File: config.mk
export PLATFORM = sky130hd
export DESIGN_NAME = status_register_unit_flat
export DESIGN_NICKNAME = d
export VERILOG_FILES = /design/src/rtl/status_register_unit_if.sv /design/src/rtl/status_register_unit.sv /design/src/flat_wrapper.sv
export SDC_FILE = /design/constraint.sdc
export NUM_CORES = 1
export LEC_CHECK = 0
export BUFFER_PORTS_ARGS = -buffer_cell sky130_fd_sc_hd__buf_2
export CORE_MARGIN = 2
export CORE_UTILIZATION = 45
export DETAILED_ROUTE_END_ITERATION = 10
export GPL_ROUTABILITY_DRIVEN = 1
export PLACE_DENSITY = 0.72
export REMOVE_ABC_BUFFERS = 1
export SLEW_MARGIN = 20
export SYNTH_ARGS = -nofsm -noshare
export SYNTH_HDL_FRONTEND = slang
export SYNTH_SLANG_ARGS = --single-unit
File: constraint.sdc
create_clock -name clk -period 1.8 [get_ports clk]
set_input_delay 0.36 -clock clk [delete_from_list [all_inputs] [get_ports clk]]
set_output_delay 0.36 -clock clk [all_outputs]
set_load 0.01 [all_outputs]
File: src/rtl/status_register_unit_if.sv
// Status register unit bus.
//   Purpose : bundles the control inputs and status outputs of status_register_unit.
//   master  : pipeline side; drives stall/flush/update/save/restore/err_clr and observes flags.
//   slave   : status_register_unit; consumes the controls and drives the flag/stack/debug outputs.
//   Signals :
//     freeze, flush, s_bit_exe, cond_pass_exe  update qualifiers
//     alu_flags[3:0]                           {c,n,v,z} from ALU
//     save_req, restore_req, err_clr           LIFO and sticky-error controls
//     status_register[3:0], status_fwd[3:0]    registered / forwarded flags
//     stack_empty, stack_full                  LIFO occupancy
//     ovf_err, unf_err                         sticky LIFO errors
//     update_count[CNT_W-1:0]                  committed ALU flag updates
interface status_register_unit_if #(
  parameter int CNT_W = 16
);
  logic             freeze;
  logic             flush;
  logic             s_bit_exe;
  logic             cond_pass_exe;
  logic [3:0]       alu_flags;
  logic             save_req;
  logic             restore_req;
  logic             err_clr;
  logic [3:0]       status_register;
  logic [3:0]       status_fwd;
  logic             stack_empty;
  logic             stack_full;
  logic             ovf_err;
  logic             unf_err;
  logic [CNT_W-1:0] update_count;

  modport master (
    output freeze, flush, s_bit_exe, cond_pass_exe, alu_flags,
           save_req, restore_req, err_clr,
    input  status_register, status_fwd, stack_empty, stack_full,
           ovf_err, unf_err, update_count
  );

  modport slave (
    input  freeze, flush, s_bit_exe, cond_pass_exe, alu_flags,
           save_req, restore_req, err_clr,
    output status_register, status_fwd, stack_empty, stack_full,
           ovf_err, unf_err, update_count
  );
endinterface

File: src/rtl/status_register_unit.sv
// Status register unit.
//   Purpose : holds the architectural NZCV flags ({c,n,v,z}), captures ALU flags for
//             flag-setting instructions whose condition passed, keeps a small LIFO of
//             saved flag sets for exception entry/return, and exposes sticky LIFO
//             error bits plus a flag-update counter for debug.
//   Ports   : clk  - system clock, posedge
//             rst  - asynchronous active-high reset
//             bus  - status_register_unit_if.slave (controls in, flags/stack/debug out)
//   Config  : STATUS_FWD_EN - when defined, status_fwd bypasses same-cycle pop/update
//             results combinationally; when undefined, status_fwd = status_register.
//   Params  : STACK_DEPTH (>=1) saved-flag entries, CNT_W update counter width.
module status_register_unit #(
  parameter int STACK_DEPTH = 2,
  parameter int CNT_W       = 16
) (
  input  logic                  clk,
  input  logic                  rst,
  status_register_unit_if.slave bus
);
  // Pointer must reach STACK_DEPTH itself (the "full" value).
  localparam int PW = (STACK_DEPTH < 1) ? 1 : $clog2(STACK_DEPTH + 1);

  logic [3:0]       status_q, status_d;
  logic [PW-1:0]    ptr_q, ptr_d;
  logic [3:0]       stack_q [STACK_DEPTH];
  logic             ovf_q, ovf_d;
  logic             unf_q, unf_d;
  logic [CNT_W-1:0] cnt_q, cnt_d;

  logic          empty, full;
  logic          upd, pop, push;
  logic          ovf_set, unf_set;
  logic [PW-1:0] top_idx;
  logic [3:0]    top_flags;

  assign empty = (ptr_q == '0);
  assign full  = (ptr_q == PW'(STACK_DEPTH));

  assign upd  = bus.s_bit_exe & bus.cond_pass_exe & ~bus.flush & ~bus.freeze;
  assign pop  = bus.restore_req & ~empty & ~bus.freeze;
  // A simultaneous restore always wins over save, so save is dropped (no error).
  assign push = bus.save_req & ~full & ~bus.freeze & ~bus.restore_req;

  assign ovf_set = bus.save_req & full & ~bus.freeze & ~bus.restore_req;
  assign unf_set = bus.restore_req & empty & ~bus.freeze;

  assign top_idx = ptr_q - PW'(1);

  // Mux-style read avoids index-width mismatch between ptr and the array range.
  always_comb begin
    top_flags = 4'b0000;
    for (int i = 0; i < STACK_DEPTH; i++)
      if (top_idx == PW'(i)) top_flags = stack_q[i];
  end

  always_comb begin
    status_d = status_q;
    ptr_d    = ptr_q;
    cnt_d    = cnt_q;
    if (pop) begin
      // Restored flags take precedence; a same-cycle ALU update is discarded.
      status_d = top_flags;
      ptr_d    = ptr_q - PW'(1);
    end else if (upd) begin
      status_d = bus.alu_flags;
      cnt_d    = cnt_q + CNT_W'(1);  // wraps silently
    end
    if (push) ptr_d = ptr_q + PW'(1);
    // err_clr ignores freeze; a new error in the same cycle still sets.
    ovf_d = ovf_set ? 1'b1 : (bus.err_clr ? 1'b0 : ovf_q);
    unf_d = unf_set ? 1'b1 : (bus.err_clr ? 1'b0 : unf_q);
  end

  always_ff @(posedge clk or posedge rst) begin
    if (rst) begin
      status_q <= 4'b0000;
      ptr_q    <= '0;
      ovf_q    <= 1'b0;
      unf_q    <= 1'b0;
      cnt_q    <= '0;
      for (int i = 0; i < STACK_DEPTH; i++) stack_q[i] <= 4'b0000;
    end else begin
      status_q <= status_d;
      ptr_q    <= ptr_d;
      ovf_q    <= ovf_d;
      unf_q    <= unf_d;
      cnt_q    <= cnt_d;
      // Push saves the pre-edge flags, even if an update lands in the same cycle.
      for (int i = 0; i < STACK_DEPTH; i++)
        if (push && ptr_q == PW'(i)) stack_q[i] <= status_q;
    end
  end

  assign bus.status_register = status_q;
  assign bus.stack_empty     = empty;
  assign bus.stack_full      = full;
  assign bus.ovf_err         = ovf_q;
  assign bus.unf_err         = unf_q;
  assign bus.update_count    = cnt_q;

`ifdef STATUS_FWD_EN
  assign bus.status_fwd = pop ? top_flags : (upd ? bus.alu_flags : status_q);
`else
  assign bus.status_fwd = status_q;
`endif

endmodule
File: src/flat_wrapper.sv
// flat-port wrapper written by rule: the top's interface ports become plain ports
module status_register_unit_flat 
#(
  parameter int STACK_DEPTH = 2,
  parameter int CNT_W       = 16
)
  (clk, rst, bus_freeze, bus_flush, bus_s_bit_exe, bus_cond_pass_exe, bus_alu_flags, bus_save_req, bus_restore_req, bus_err_clr, bus_status_register, bus_status_fwd, bus_stack_empty, bus_stack_full, bus_ovf_err, bus_unf_err, bus_update_count);
  status_register_unit_if #(.CNT_W(CNT_W)) bus_i ();
  input  logic clk;
  input  logic rst;
  input wire logic [$bits(bus_i.freeze)-1:0] bus_freeze;
  input wire logic [$bits(bus_i.flush)-1:0] bus_flush;
  input wire logic [$bits(bus_i.s_bit_exe)-1:0] bus_s_bit_exe;
  input wire logic [$bits(bus_i.cond_pass_exe)-1:0] bus_cond_pass_exe;
  input wire logic [$bits(bus_i.alu_flags)-1:0] bus_alu_flags;
  input wire logic [$bits(bus_i.save_req)-1:0] bus_save_req;
  input wire logic [$bits(bus_i.restore_req)-1:0] bus_restore_req;
  input wire logic [$bits(bus_i.err_clr)-1:0] bus_err_clr;
  output wire logic [$bits(bus_i.status_register)-1:0] bus_status_register;
  output wire logic [$bits(bus_i.status_fwd)-1:0] bus_status_fwd;
  output wire logic [$bits(bus_i.stack_empty)-1:0] bus_stack_empty;
  output wire logic [$bits(bus_i.stack_full)-1:0] bus_stack_full;
  output wire logic [$bits(bus_i.ovf_err)-1:0] bus_ovf_err;
  output wire logic [$bits(bus_i.unf_err)-1:0] bus_unf_err;
  output wire logic [$bits(bus_i.update_count)-1:0] bus_update_count;
  assign bus_i.freeze = bus_freeze;
  assign bus_i.flush = bus_flush;
  assign bus_i.s_bit_exe = bus_s_bit_exe;
  assign bus_i.cond_pass_exe = bus_cond_pass_exe;
  assign bus_i.alu_flags = bus_alu_flags;
  assign bus_i.save_req = bus_save_req;
  assign bus_i.restore_req = bus_restore_req;
  assign bus_i.err_clr = bus_err_clr;
  assign bus_status_register = bus_i.status_register;
  assign bus_status_fwd = bus_i.status_fwd;
  assign bus_stack_empty = bus_i.stack_empty;
  assign bus_stack_full = bus_i.stack_full;
  assign bus_ovf_err = bus_i.ovf_err;
  assign bus_unf_err = bus_i.unf_err;
  assign bus_update_count = bus_i.update_count;
  status_register_unit #(.STACK_DEPTH(STACK_DEPTH), .CNT_W(CNT_W)) u_core (.clk(clk), .rst(rst), .bus(bus_i));
endmodule
==> results_dict.tcl <==
set metrics [dict create \
    cts-root-buf "clkbuf_4" \
    cts_tree "done" \
    pwr-share-comb 0.349 \
    areaGrowthSynthToFinish_pct 22.23 \
    fin_util 0.5748 \
    fin_nets 208 \
    leakage_nw 0.9574 \
    p_switching_mw 0.8736 \
    fill_cells 305 \
    critical_path.max_stage_delay_ns 0.41 \
    drt_iter0_markers 65 \
    first_global_vias 1177 \
    antenna_found_initial 0 \
    cp_top_family "flip-flops" \
    grt_pass1_wl_mm 5.361 \
    critPathRequiredTime_ns 1.44 \
    r2r_setup_slack_ns 0.10 \
    synth_edf_count 0 \
    synth_flop_cell "dfrtp_1" \
    min_period_ns 1.720 \
    crit_chain "inv_1 -> ha_1 -> buf_6 -> buf_2" \
    cpMaxStageDelayCell "dfrtp_1" \
    synth.yosys.seq_area_share 0.5063 \
    hp-class "in -> async" \
    grt_overflow 0 \
    r2r_cells 8 \
    final_cell_mix "buf_2 (40), dfrtp_1 (32), nand2_1 (19)" \
    numPortBuffers 40 \
    drv_slew 0 \
    ys_ff_latch 32 \
    slew_headroom 0.7357 \
    crit_fanout 10 \
    ant_nets 0 \
    dpl.hpwl_mm 2.223 \
    cap_violations 0 \
    post-route-period-util 0.9556 \
    finalHoldViolations 0 \
    viasPerCell 5.088 \
    p_per_area_mw_per_mm2 1287 \
    setup_violations 0 \
    vias 1211 \
    synth.lib_cells_used.distinct 29 \
    grt_max_degree 33 \
    worstSetupPathType "reg -> out" \
    end_kind "primary output" \
    crit_buf_inv 3 \
    start_util 0.4702 \
    first_pass_iters 4 \
    startpoint "u_core.ptr_q[0]$_DFFE_PP0P_" \
    worst_pin_slew_ns 0.3964 \
    io_pins 41 \
    synth_area_mm2 0.001582 \
    worstPathArrival_ns 1.36 \
    finClkSkew_ns 0.009309 \
    drive_gt1_frac 0.3646 \
    ys.warnings.count 0 \
    timing.rr.end "u_core.bus.status_fwd[1]$_DFFE_PP0P_" \
    p_sw_frac 0.3512 \
    hold_buffers 0 \
    final_common_cell "buf_2" \
    core_mm2 0.003363 \
    place_congestion 0.8325 \
    finalWirelength_mm 3.147 \
    die_w_um 63.29 \
    power_frac_seq 0.428 \
    cts.path.max_buffers 2 \
    async_flop_share 1.000 \
    fp.dieArea_mm2 0.004005 \
    die_y_um 63.29 \
    p_clk_frac 0.223 \
    ir_worst_vdd_mv 0.8210 \
    cts_buffers 5 \
    cp-start-kind "flip-flop" \
    status "complete, no violations" \
    postSynthAreaPerCell_um2 11.06 \
    cts_sinks 32 \
    path_clk_slew_ns 0.11 \
    antennaDiodeCount 0 \
    r2r-start "u_core.ptr_q[0]$_DFFE_PP0P_" \
    routedWlPerCell_um 13.22 \
    instances_no_fill 238 \
    route.detailed.drc 0 \
    rows 21 \
    synthCells 143 \
    max_freq_mhz 581.4 \
    place_inst 227 \
    clk_latency_ns 0.35 \
    grt_use_total 0.1742 \
    p_int_mw 1.614 \
    cts_htree_levels 2 \
]
## final cells by class
class | count | area [µm²] | share of cell area
clock inverters | 3 | 42.54 | 0.02201
inverters | 5 | 18.77 | 0.009709
flip-flops and latches | 32 | 800.8 | 0.4142
repair buffers | 50 | 279.0 | 0.1443
well taps | 46 | 57.56 | 0.02977
multi-input cells | 97 | 696.9 | 0.3605
clock buffers | 5 | 37.54 | 0.01942
## cell families after synthesis
kind of cell	count (synthesis)	synth area share
muxes	10	0.07041
xor gates and xnor gates	16	0.08861
and+or+nand+nor	51	0.1915
AOI/OAI and AO/OA	16	0.05855
buffers and inverters	14	0.05301
DFF	32	0.5063
adders and majority gates	4	0.03165
## repair_timing
item	in CTS	in global routing
endpoints found under the setup margin	0	3
setup buffers	0	3
gates resized for setup	0	1
## how the worst max path moves through the flow
stage | to | slack (ns) | cells past startpoint
global placement | u_core.bus.update_count[15]$_DFFE_PP0P_ | 0.18 | 7
floorplan | u_core.bus.update_count[12]$_DFFE_PP0P_ | -0.02 | 6
CTS | bus_stack_full | 0.04 | 4
finish | bus_stack_full | 0.08 | 4
detailed placement | u_core.bus.update_count[12]$_DFFE_PP0P_ | 0.14 | 7
global route | u_core.bus.status_fwd[0]$_DFFE_PP0P_ | -0.06 | 8
## power by group through the flow
stage | Clock, mW | Combinational, mW | Sequential (mW)
2_1_floorplan | 0 | 0.452 | 1.10
3_3_place_gp | 0 | 0.797 | 1.06
3_5_place_dp | 0 | 0.822 | 1.08
4_1_cts | 0.561 | 0.826 | 1.07
5_1_grt | 0.601 | 0.966 | 1.09
6_report | 0.556 | 0.868 | 1.06
## registers in the layout (all words and copies together) (netlist names)
register / cells
u_core.ptr_q: 2
u_core.stack_q: 8
u_core.bus.update_count: 16
u_core.bus.status_fwd: 4
u_core.bus.unf_err: 1
u_core.bus.ovf_err: 1
## per-layer routing
metal  global-route usage  up-vias  wire length [µm]
li1                     -      587                 -
met1               0.2023      586              1360
met2               0.2939       30              1583
met3              0.04286        8               132
met4              0.09783        0                72
met5                    0        -                 0
## tightest hold or removal path: stages
cell and delay [ns]:
buf_2 0.09, inv_1 0.04, buf_4 0.35
## synth_stat cells (2+ instances only)
cell | number | area (µm²)
dfrtp_1 | 32 | 800.8
nand2_1 | 19 | 71.32
xnor2_1 | 15 | 131.4
o21ai_0 | 10 | 50.05
mux2_2 | 9 | 101.4
nand4_1 | 7 | 43.79
nand3_1 | 6 | 30.03
inv_1 | 5 | 18.77
and2_1 | 4 | 25.02
buf_4 | 4 | 30.03
ha_1 | 4 | 50.05
o211ai_1 | 4 | 30.03
and3_1 | 3 | 18.77
and4_1 | 2 | 17.52
buf_6 | 2 | 22.52
clkbuf_1 | 2 | 7.510
nand3b_1 | 2 | 15.01
nor2_1 | 2 | 7.510
## per-stage QoR
step / hold slack (ns) / worst slack (ns) / instance area, µm² / power, mW / TNS [ns]
2_1_floorplan: 0.4673 / -0.01987 / 1516 / 1.556 / -0.1142
3_3_place_gp: 0.4584 / 0.1762 / 1827 / 1.860 / 0
3_5_place_dp: 0.4596 / 0.1364 / 1827 / 1.901 / 0
4_1_cts: 0.07930 / 0.03638 / 1907 / 2.456 / 0
5_1_grt: 0.1144 / -0.05971 / 1933 / 2.661 / -0.1664
6_report: 0.06060 / 0.07991 / 1933 / 2.488 / 0
Note: power is estimated with default switching activity, not from simulation.
